[config.mk]
export PLATFORM = sky130hd
export DESIGN_NAME = seq_alu_flat
export DESIGN_NICKNAME = d
export VERILOG_FILES = /design/src/rtl/seq_alu_if.sv /design/src/rtl/seq_alu.sv /design/src/flat_wrapper.sv
export SDC_FILE = /design/constraint.sdc
export NUM_CORES = 2
export LEC_CHECK = 0
export ABC_CLOCK_PERIOD_IN_PS = 10850
export CAP_MARGIN = 20
export CORE_MARGIN = 3
export CORE_UTILIZATION = 55
export DETAILED_ROUTE_END_ITERATION = 16
export PLACE_DENSITY = 0.82
export SLEW_MARGIN = 15
export SYNTH_ARGS = -nofsm -noshare
export SYNTH_HDL_FRONTEND = slang
export SYNTH_SLANG_ARGS = --single-unit
[constraint.sdc]
create_clock -name clock -period 10.85 [get_ports clock]
set_input_delay 2.7125 -clock clock [delete_from_list [all_inputs] [get_ports clock]]
set_output_delay 2.7125 -clock clock [all_outputs]
set_load 0.01 [all_outputs]
[src/rtl/seq_alu_if.sv]
// Request/response bundle for seq_alu: operands and opcode in, status and result out.
interface seq_alu_if #(
   parameter int unsigned WIDTH = 32
);
   logic               start;
   logic [3:0]         select;
   logic [WIDTH-1:0]   value1;
   logic [WIDTH-1:0]   value2;
   logic               busy;
   logic               done;
   logic [2*WIDTH-1:0] result;
   logic               div_zero;

   modport master (
      output start, select, value1, value2,
      input  busy, done, result, div_zero
   );

   modport slave (
      input  start, select, value1, value2,
      output busy, done, result, div_zero
   );
endinterface

[src/rtl/seq_alu.sv]
// Sequential ALU: single-cycle logic/arith/shift ops plus iterative signed multiply
// (shift-add) and signed restoring divide, one bit per cycle on operand magnitudes.
module seq_alu #(
   parameter int unsigned WIDTH = 32,
   parameter int unsigned SHW   = $clog2(WIDTH)
) (
   input logic      clock,
   input logic      clear,
   seq_alu_if.slave bus
);
   localparam int unsigned     CntW    = $clog2(WIDTH);
   localparam logic [CntW-1:0] LastCnt = CntW'(WIDTH - 2);

   localparam logic [3:0] OpAdd = 4'd1;
   localparam logic [3:0] OpSub = 4'd2;
   localparam logic [3:0] OpAnd = 4'd3;
   localparam logic [3:0] OpOr  = 4'd4;
   localparam logic [3:0] OpNeg = 4'd5;
   localparam logic [3:0] OpNot = 4'd6;
   localparam logic [3:0] OpShr = 4'd7;
   localparam logic [3:0] OpShl = 4'd8;
   localparam logic [3:0] OpRor = 4'd9;
   localparam logic [3:0] OpRol = 4'd10;
   localparam logic [3:0] OpDiv = 4'd11;
   localparam logic [3:0] OpMul = 4'd12;

   typedef enum logic [1:0] {StIdle, StMul, StDiv, StFinish} state_e;

   state_e               state_q;
   logic                 is_div_q;
   logic                 neg_q;
   logic                 rneg_q;
   logic [CntW-1:0]      cnt_q;
   logic [WIDTH-1:0]     opnd_q;
   logic [2*WIDTH-1:0]   acc_q;
   logic                 busy_q;
   logic                 done_q;
   logic                 div_zero_q;
   logic [2*WIDTH-1:0]   result_q;

   logic [WIDTH-1:0]     a, b, a_mag, b_mag, simple;
   logic [SHW-1:0]       shamt, shamt_neg;
   logic [WIDTH:0]       mul_sum, div_shift;
   logic [WIDTH-1:0]     div_diff, quo_mag, rem_mag;
   logic                 div_ge;
   logic [2*WIDTH-1:0]   mul_next, div_next, acc_step, final_res;

   always_comb begin
      a         = bus.value1;
      b         = bus.value2;
      a_mag     = a[WIDTH-1] ? -a : a;
      b_mag     = b[WIDTH-1] ? -b : b;
      shamt     = b[SHW-1:0];
      // Rotate via complementary shift; a zero amount degenerates to a | a.
      shamt_neg = -shamt;
      simple    = '0;
      case (bus.select)
         OpAdd:   simple = a + b;
         OpSub:   simple = a - b;
         OpAnd:   simple = a & b;
         OpOr:    simple = a | b;
         OpNeg:   simple = -a;
         OpNot:   simple = ~a;
         OpShr:   simple = a >> shamt;
         OpShl:   simple = a << shamt;
         OpRor:   simple = (a >> shamt) | (a << shamt_neg);
         OpRol:   simple = (a << shamt) | (a >> shamt_neg);
         default: simple = '0;
      endcase
   end

   // One iteration of either algorithm; FINISH reuses it for the last bit.
   always_comb begin
      mul_sum   = {1'b0, acc_q[2*WIDTH-1:WIDTH]} + (acc_q[0] ? {1'b0, opnd_q} : '0);
      mul_next  = {mul_sum, acc_q[WIDTH-1:1]};
      div_shift = {acc_q[2*WIDTH-1:WIDTH], acc_q[WIDTH-1]};
      div_ge    = div_shift >= {1'b0, opnd_q};
      div_diff  = div_shift[WIDTH-1:0] - opnd_q;
      div_next  = {(div_ge ? div_diff : div_shift[WIDTH-1:0]), acc_q[WIDTH-2:0], div_ge};
      acc_step  = is_div_q ? div_next : mul_next;
      quo_mag   = acc_step[WIDTH-1:0];
      rem_mag   = acc_step[2*WIDTH-1:WIDTH];
      if (is_div_q) begin
         final_res = {(rneg_q ? -rem_mag : rem_mag), (neg_q ? -quo_mag : quo_mag)};
      end else begin
         final_res = neg_q ? -acc_step : acc_step;
      end
   end

   always_ff @(posedge clock) begin
      if (clear) begin
         state_q    <= StIdle;
         is_div_q   <= 1'b0;
         neg_q      <= 1'b0;
         rneg_q     <= 1'b0;
         cnt_q      <= '0;
         opnd_q     <= '0;
         acc_q      <= '0;
         busy_q     <= 1'b0;
         done_q     <= 1'b0;
         div_zero_q <= 1'b0;
         result_q   <= '0;
      end else begin
         done_q <= 1'b0;
         unique case (state_q)
            StIdle: begin
               if (bus.start) begin
                  div_zero_q <= 1'b0;
                  if (bus.select == OpMul) begin
                     acc_q    <= {{WIDTH{1'b0}}, b_mag};
                     opnd_q   <= a_mag;
                     neg_q    <= a[WIDTH-1] ^ b[WIDTH-1];
                     rneg_q   <= 1'b0;
                     is_div_q <= 1'b0;
                     cnt_q    <= '0;
                     busy_q   <= 1'b1;
                     state_q  <= StMul;
                  end else if (bus.select == OpDiv && b == '0) begin
                     result_q   <= '0;
                     div_zero_q <= 1'b1;
                     done_q     <= 1'b1;
                  end else if (bus.select == OpDiv) begin
                     acc_q    <= {{WIDTH{1'b0}}, a_mag};
                     opnd_q   <= b_mag;
                     neg_q    <= a[WIDTH-1] ^ b[WIDTH-1];
                     rneg_q   <= a[WIDTH-1];
                     is_div_q <= 1'b1;
                     cnt_q    <= '0;
                     busy_q   <= 1'b1;
                     state_q  <= StDiv;
                  end else begin
                     result_q <= {{WIDTH{1'b0}}, simple};
                     done_q   <= 1'b1;
                  end
               end
            end
            StMul, StDiv: begin
               acc_q <= acc_step;
               cnt_q <= cnt_q + CntW'(1);
               if (cnt_q == LastCnt) begin
                  state_q <= StFinish;
               end
            end
            StFinish: begin
               acc_q    <= acc_step;
               result_q <= final_res;
               done_q   <= 1'b1;
               busy_q   <= 1'b0;
               cnt_q    <= '0;
               state_q  <= StIdle;
            end
            default: state_q <= StIdle;
         endcase
      end
   end

   assign bus.busy     = busy_q;
   assign bus.done     = done_q;
   assign bus.result   = result_q;
   assign bus.div_zero = div_zero_q;
endmodule
[src/flat_wrapper.sv]
// flat-port wrapper written by rule: the top's interface ports become plain ports
module seq_alu_flat 
#(
   parameter int unsigned WIDTH = 32,
   parameter int unsigned SHW   = $clog2(WIDTH)
)
  (clock, clear, bus_start, bus_select, bus_value1, bus_value2, bus_busy, bus_done, bus_result, bus_div_zero);
  seq_alu_if #(.WIDTH(WIDTH)) bus_i ();
  input logic clock;
  input logic clear;
  input wire logic [$bits(bus_i.start)-1:0] bus_start;
  input wire logic [$bits(bus_i.select)-1:0] bus_select;
  input wire logic [$bits(bus_i.value1)-1:0] bus_value1;
  input wire logic [$bits(bus_i.value2)-1:0] bus_value2;
  output wire logic [$bits(bus_i.busy)-1:0] bus_busy;
  output wire logic [$bits(bus_i.done)-1:0] bus_done;
  output wire logic [$bits(bus_i.result)-1:0] bus_result;
  output wire logic [$bits(bus_i.div_zero)-1:0] bus_div_zero;
  assign bus_i.start = bus_start;
  assign bus_i.select = bus_select;
  assign bus_i.value1 = bus_value1;
  assign bus_i.value2 = bus_value2;
  assign bus_busy = bus_i.busy;
  assign bus_done = bus_i.done;
  assign bus_result = bus_i.result;
  assign bus_div_zero = bus_i.div_zero;
  seq_alu #(.WIDTH(WIDTH), .SHW(SHW)) u_core (.clock(clock), .clear(clear), .bus(bus_i));
endmodule
; After elaboration in Yosys (flattened, before gate mapping)
; Index checks and enable logic that the tools add are counted.
; W data, S select, Z words.
[totals]
input_bits = 71
out_inout_bits = 67
regBits = 173
word_cells = 122
[op_classes]
reduce_logical = 13
muxes = 53
n_lt_le_gt_ge = 1
bitwise = 6
addsub = 11
n_shift = 4
n_eq_ne = 23
[ops]
columns = cell, n
row1 = $mux W64, 11
row2 = $pmux W32 S10, 1
row3 = $mux W32, 9
row4 = $pmux W64 S2, 2
row5 = $neg A32 Y32, 4
row6 = $or A32 B32 Y32, 3
row7 = $neg A64 Y64, 1
row8 = $shl A32 B5 Y32, 2
row9 = $shr A32 B5 Y32, 2
row10 = $sub A32 B32 Y32, 2
row11 = $add A32 B33 Y33, 1
row12 = $ge A33 B32 Y1, 1
row13 = $add A32 B32 Y32, 1
row14 = $and A32 B32 Y32, 1
row15 = $logic_not A32 Y1, 1
row16 = $not A32 Y32, 1
row17 = $eq A4 B4 Y1 const B, 5
row18 = $mux W5, 4
row19 = $mux W1, 17
row20 = $eq A4 B3 Y1 const B, 4
row21 = $reduce_and A4 Y1, 4
row22 = $pmux W5 S3, 1
row23 = $mux W2, 5
row24 = $eq A4 B2 Y1 const B, 2
row25 = 21 further kinds, 26

; Logic depth before layout (Yosys ltp)
[depth]
depth_word = 9
ltp_mapped = 27
mapped_depth_nobuf = 21

; Worst setup path after synthesis
; OpenSTA, ideal clock, no wires.
[synth_timing]
kind = input to register
from = input port bus_value2[1]
to = register u_core.result_q[26], in the netlist u_core.bus.result[26]
required_ns = 10.736
t_arrival_ns = 8.561
n_path_buf = 7
setup_ns = 0.114
path_stages = 26
path_slack_ns = 2.175
path_cell_list = clkbuf_1 > inv_1 > clkbuf_1 > clkbuf_1 > buf_1 > ha_1 > clkbuf_1 > inv_2 > clkbuf_1 > clkbuf_1 > nor2_1 > a21o_1 > fa_1 > nor2b_1 > o21ai_0 > nand2b_1 > a21o_1 > a41oi_1 > o311ai_0 > a2111oi_0 > o21bai_1 > a21o_1 > nand2_1 > o32ai_1 > a21oi_1 > a2111oi_0
[synth_via]
elab_chain_cells = 9
word_cells_on_any_way = 19
classes_between = 3 x add/sub / 1 x eq/ne / 4 x shift / 6 x mux / 2 x bitwise / 3 x reduce/logical
[synth_rtl]
columns = item, line
row1 = "start, declared", flat_wrapper.sv:14  ; input wire logic [$bits(bus_i.value2)-1:0] bus_value2;
row2 = $neg A5 Y5, seq_alu.sv:55  ; shamt_neg = -shamt;
row3 = $shr A32 B5 Y32 or $shl A32 B5 Y32 (tied branches), "seq_alu.sv:67, seq_alu.sv:66"
row4 = $or A32 B32 Y32 (on tied branches), "seq_alu.sv:67, seq_alu.sv:66"
row5 = $pmux W32 S10, seq_alu.sv:57  ; case (bus.select)
row6 = $mux W64, seq_alu.sv:122  ; end else if (bus.select == OpDiv) begin
row7 = $mux W64, seq_alu.sv:118  ; end else if (bus.select == OpDiv && b == '0) begin
row8 = $mux W64, seq_alu.sv:109  ; if (bus.select == OpMul) begin
row9 = $mux W64, seq_alu.sv:107  ; if (bus.start) begin
row10 = $pmux W64 S2, seq_alu.sv:105  ; unique case (state_q)
row11 = "end signal, assigned", seq_alu.sv:132  ; result_q <= {{WIDTH{1'b0}}, simple};
row12 = "end signal, assigned", seq_alu.sv:146  ; result_q <= final_res;
row13 = "end, declared", seq_alu.sv:39  ; logic [2*WIDTH-1:0] result_q;
; Several ways; a longest one is shown, not always the timed one. The select of a mux whose other input is x is not followed.
; A chain may end at the register's enable or synchronous reset.

; Worst setup path in the final report
[layout_timing]
from = input port bus_value2[0]
to = register u_core.result_q[31], in the netlist u_core.bus.result[31]
; Same word-level chain as after synthesis.

==> results.md <==
- Grt ovf: 0
- Unique masters post-synth: 95
- DR iter-0 viols: 4,184
- Storage element area: 3470 µm²
- Row count: 76
- First-pass GRT wire length: 171 mm
- Final hold violations: 0
- P per Cell Area: 142 nW/µm²
- Fin. max-slew vios: 0
- CTS hold repair buffers: 0
- Initial Util: 55.9%
- Final setup TNS: 0 ps
- Max-cap violation count: 0
- Global Route Usage Sum: 47.7%
- Synth Net Count: 3,822
- Die Ht: 216 µm
- Period minus WS final: 8340 ps
- CP arrival: 8740 ps
- Pin count of the biggest net entering global routing: 77
- CTS Buf Count: 17
- Critical R2R Capture: u_core.bus.result[60]$_SDFFE_PP0P_
- Final nets: 3,782
- CTS resizes: 0
- Seq/Total Area, Yosys: 14.3%
- Async S/R FF share, synth: 0%
- Fmax: 120 MHz
- Worst VDD drop: 0.138 mV
- CTS root buf: clkbuf_16
- Critical path type: input port to flop
- Buffers added on ports: 137
- Synth top area cells: dfxtp_1 14%, nand2_1 7.9%, nor2_1 7.1%, a21oi_1 6.2%, ha_1 5.7%
- Critical Path Sink Type: flop
- Via count: 29,500
- Worst R2R Path Depth: 13
- I/O pin count: 138
- Warnings from Yosys: 0
- Critical-path top delay cell: ha_2
- Synth Register Bits: 173
- Post-DP HPWL: 87.3 mm
- Final period util: 76.9%
- P_leak: 10.5 nW
- Hold Path Class: flop to flop
- Crit Reg-Reg Startpoint: u_core.opnd_q[29]$_SDFFE_PP0P_
- Critical path required time: 11,240 ps
- Filler instances: 4,147
- Multi-input gate area: 19,400 µm²
- Clk slew on worst S/H paths: 80 ps
- Die Wd: 216 µm
- Synthesis-to-layout area growth: 9.83%
- Antenna violations before repair: 2
- Critical path fanouts, max: 46
- Crit-path max cell delay: 750 ps
- Mapped Avg Cell Area: 6.65 µm²
- WHS Endpoint: u_core.bus.result[61]$_SDFFE_PP0P_
- CTS tree: built
- Synth Instances: 3,638
- Routability cong.: 1.12
- Worst hold start: u_core.bus.result[61]$_SDFFE_PP0P_
- Clk_lat worst skew: 470 ps
- Drt wl/cell: 27.6 µm
- Commonest non-fill, non-tap cell in the layout: nand2_1
- Commonest non-fill, non-tap cells in the layout: 509 x nand2_1, 455 x nor2_1, 296 x a21oi_1
- Min Hold Slack: 450 ps
- Worst clock skew: 20.6 ps
- # clock sinks: 173
- Max Root-Sink Buffers: 2
- Post-CTS setup buffers: 0
- Core area: 43,300 µm²
- DRC violations left: 0
- Status: complete, no violations
- CP Launch Type: input port
- Post-synth top area share: 14.3%
- Post-Syn Area: 24,200 µm²
- Main synth FF type: dfxtp_1
- Biggest area consumer among synthesized cells: dfxtp_1
- Slew headroom: 21.0%
- CTS H-tree lvls: 4
- Initial DRT Pass Iterations: 9
- Vias per inst: 7.02
- Final ANT Viol Nets: 0
- DRT Wirelength: 116 mm
- Crit-path cells: buf_4 > clkinv_1 > ha_2 > inv_2 > nor2_1 > a21o_1 > inv_1 > ha_1 > nor2b_1 > o21ai_0 > a21oi_1 > o21ai_0 > a2111oi_0 > o21ai_0 > a31oi_1 > a41oi_1 > a21oi_1 > a221oi_1 > mux2i_1 > nand3_1 > a21oi_1
- Post-synth EDFFs: 0
- Final setup viols: 0
- Unrepaired setup endpoints after global routing: no
- Worst Hold Depth: 2
- R2r setup slk: 4290 ps
- Full die area: 46,600 µm²
- Worst Tran Pin Value: 1180 ps
- Share of cells above drive strength 1: 6.62%
- Vias in the first global route: 27,400
-- through the flow --
| stage | instances | cell area, µm² | setup slack (ps) | total power [mW] | util [%] |
|---|---|---|---|---|---|
| after floorplan | 3638 | 24200 | 2170 | 2.26 | - |
| after global placement | 4164 | 26000 | 2540 | 3.02 | 60.0 |
| after detailed placement | 4164 | 26000 | 2480 | 3.03 | 60.0 |
| after CTS | 4196 | 26600 | 2930 | 3.67 | 61.4 |
| after global routing | 4197 | 26600 | 2160 | 3.93 | 61.4 |
| final | 4198 | 26600 | 2510 | 3.78 | 61.4 |
-- where the power goes --
group / switching (mW) / internal, mW / total (mW)
clock: 0.292 / 0.351 / 0.643
sequential: 0.0852 / 0.712 / 0.797
combinational: 1.60 / 0.744 / 2.34
total: 1.97 / 1.81 / 3.78
-- critical path, delay by kind of cell --
family,cells,cell delay [ps]
multiplexers,1,240
adder cells (fa/ha/maj),2,1010
AND/OR/NAND/NOR,3,310
buffers and inverters,4,1230
AO/OA/AOI/OAI,11,3190
-- synthesized netlist by cell type, types with 27 or more instances --
| cell | number |
|---|---|
| buf_1 | 42 |
| ha_1 | 110 |
| a221oi_1 | 56 |
| inv_1 | 102 |
| mux2_2 | 34 |
| and2_1 | 51 |
| nand3_1 | 65 |
| mux2i_1 | 125 |
| clkbuf_1 | 231 |
| o21ai_0 | 271 |
| nor3_1 | 103 |
| o22ai_1 | 33 |
| a21o_1 | 53 |
| nor2_1 | 457 |
| nand2b_1 | 39 |
| dfxtp_1 | 173 |
| a22oi_1 | 28 |
| a21oi_1 | 298 |
| xor2_1 | 97 |
| or3_1 | 27 |
| a211oi_1 | 58 |
| xnor2_1 | 143 |
| o221ai_1 | 30 |
| o31ai_1 | 33 |
| o211ai_1 | 53 |
| nand2_1 | 509 |
| a31oi_1 | 51 |
| nor2b_1 | 27 |
| nand4_1 | 30 |
-- flip-flops by register name, summed over array words and instances, names as in the netlist --
name / flops
u_core.acc_q: 64
u_core.bus.result: 64
u_core.opnd_q: 32
u_core.cnt_q: 5
u_core.state_q: 2
u_core.bus.busy: 1
u_core.bus.div_zero: 1
u_core.bus.done: 1
u_core.is_div_q: 1
u_core.neg_q: 1
u_core.rneg_q: 1
-- kinds of logic after synthesis --
logic type	synth area share (%)
compound gates	30.9
xor+xnor	8.75
fa+ha+maj	5.93
buf+inv	6.06
flops	14.3
mux	8.24
simple gates	25.8
-- per-layer routing --
metal | vias to the layer above | share of wire [%] | wire length (µm) | track usage [%]
li1 | 13100 | - | - | -
met1 | 13500 | 35 | 40400 | 54.6
met2 | 2185 | 44 | 50400 | 75.3
met3 | 621 | 11 | 13000 | 10.7
met4 | 0 | 10 | 12000 | 40.9
met5 | - | 0 | 0 | 0
-- final cells by class --
type	count	share of cell area (%)
Antenna cell	2	0.0188
Clock inverter	13	0.588
Tap cell	585	2.75
Timing Repair Buffer	220	7.41
Sequential cell	173	13.0
Clock buffer	19	1.67
Inverter	106	1.50
Multi-Input combinational cell	3080	73.0
-- how the worst max path moves through the flow --
stage	from	end	slack, ps	cells past startpoint
2_1_floorplan	bus_value2[1]	u_core.bus.result[26]$_SDFFE_PP0P_	2170	26
3_3_place_gp	bus_select[1]	u_core.bus.result[24]$_SDFFE_PP0P_	2540	21
3_5_place_dp	bus_value2[0]	u_core.bus.result[29]$_SDFFE_PP0P_	2480	21
4_1_cts	bus_value2[0]	u_core.bus.result[29]$_SDFFE_PP0P_	2930	21
5_1_grt	bus_value2[0]	u_core.bus.result[29]$_SDFFE_PP0P_	2160	21
6_report	bus_value2[0]	u_core.bus.result[31]$_SDFFE_PP0P_	2510	21
No activity file was read; power rests on OpenSTA's default activity.
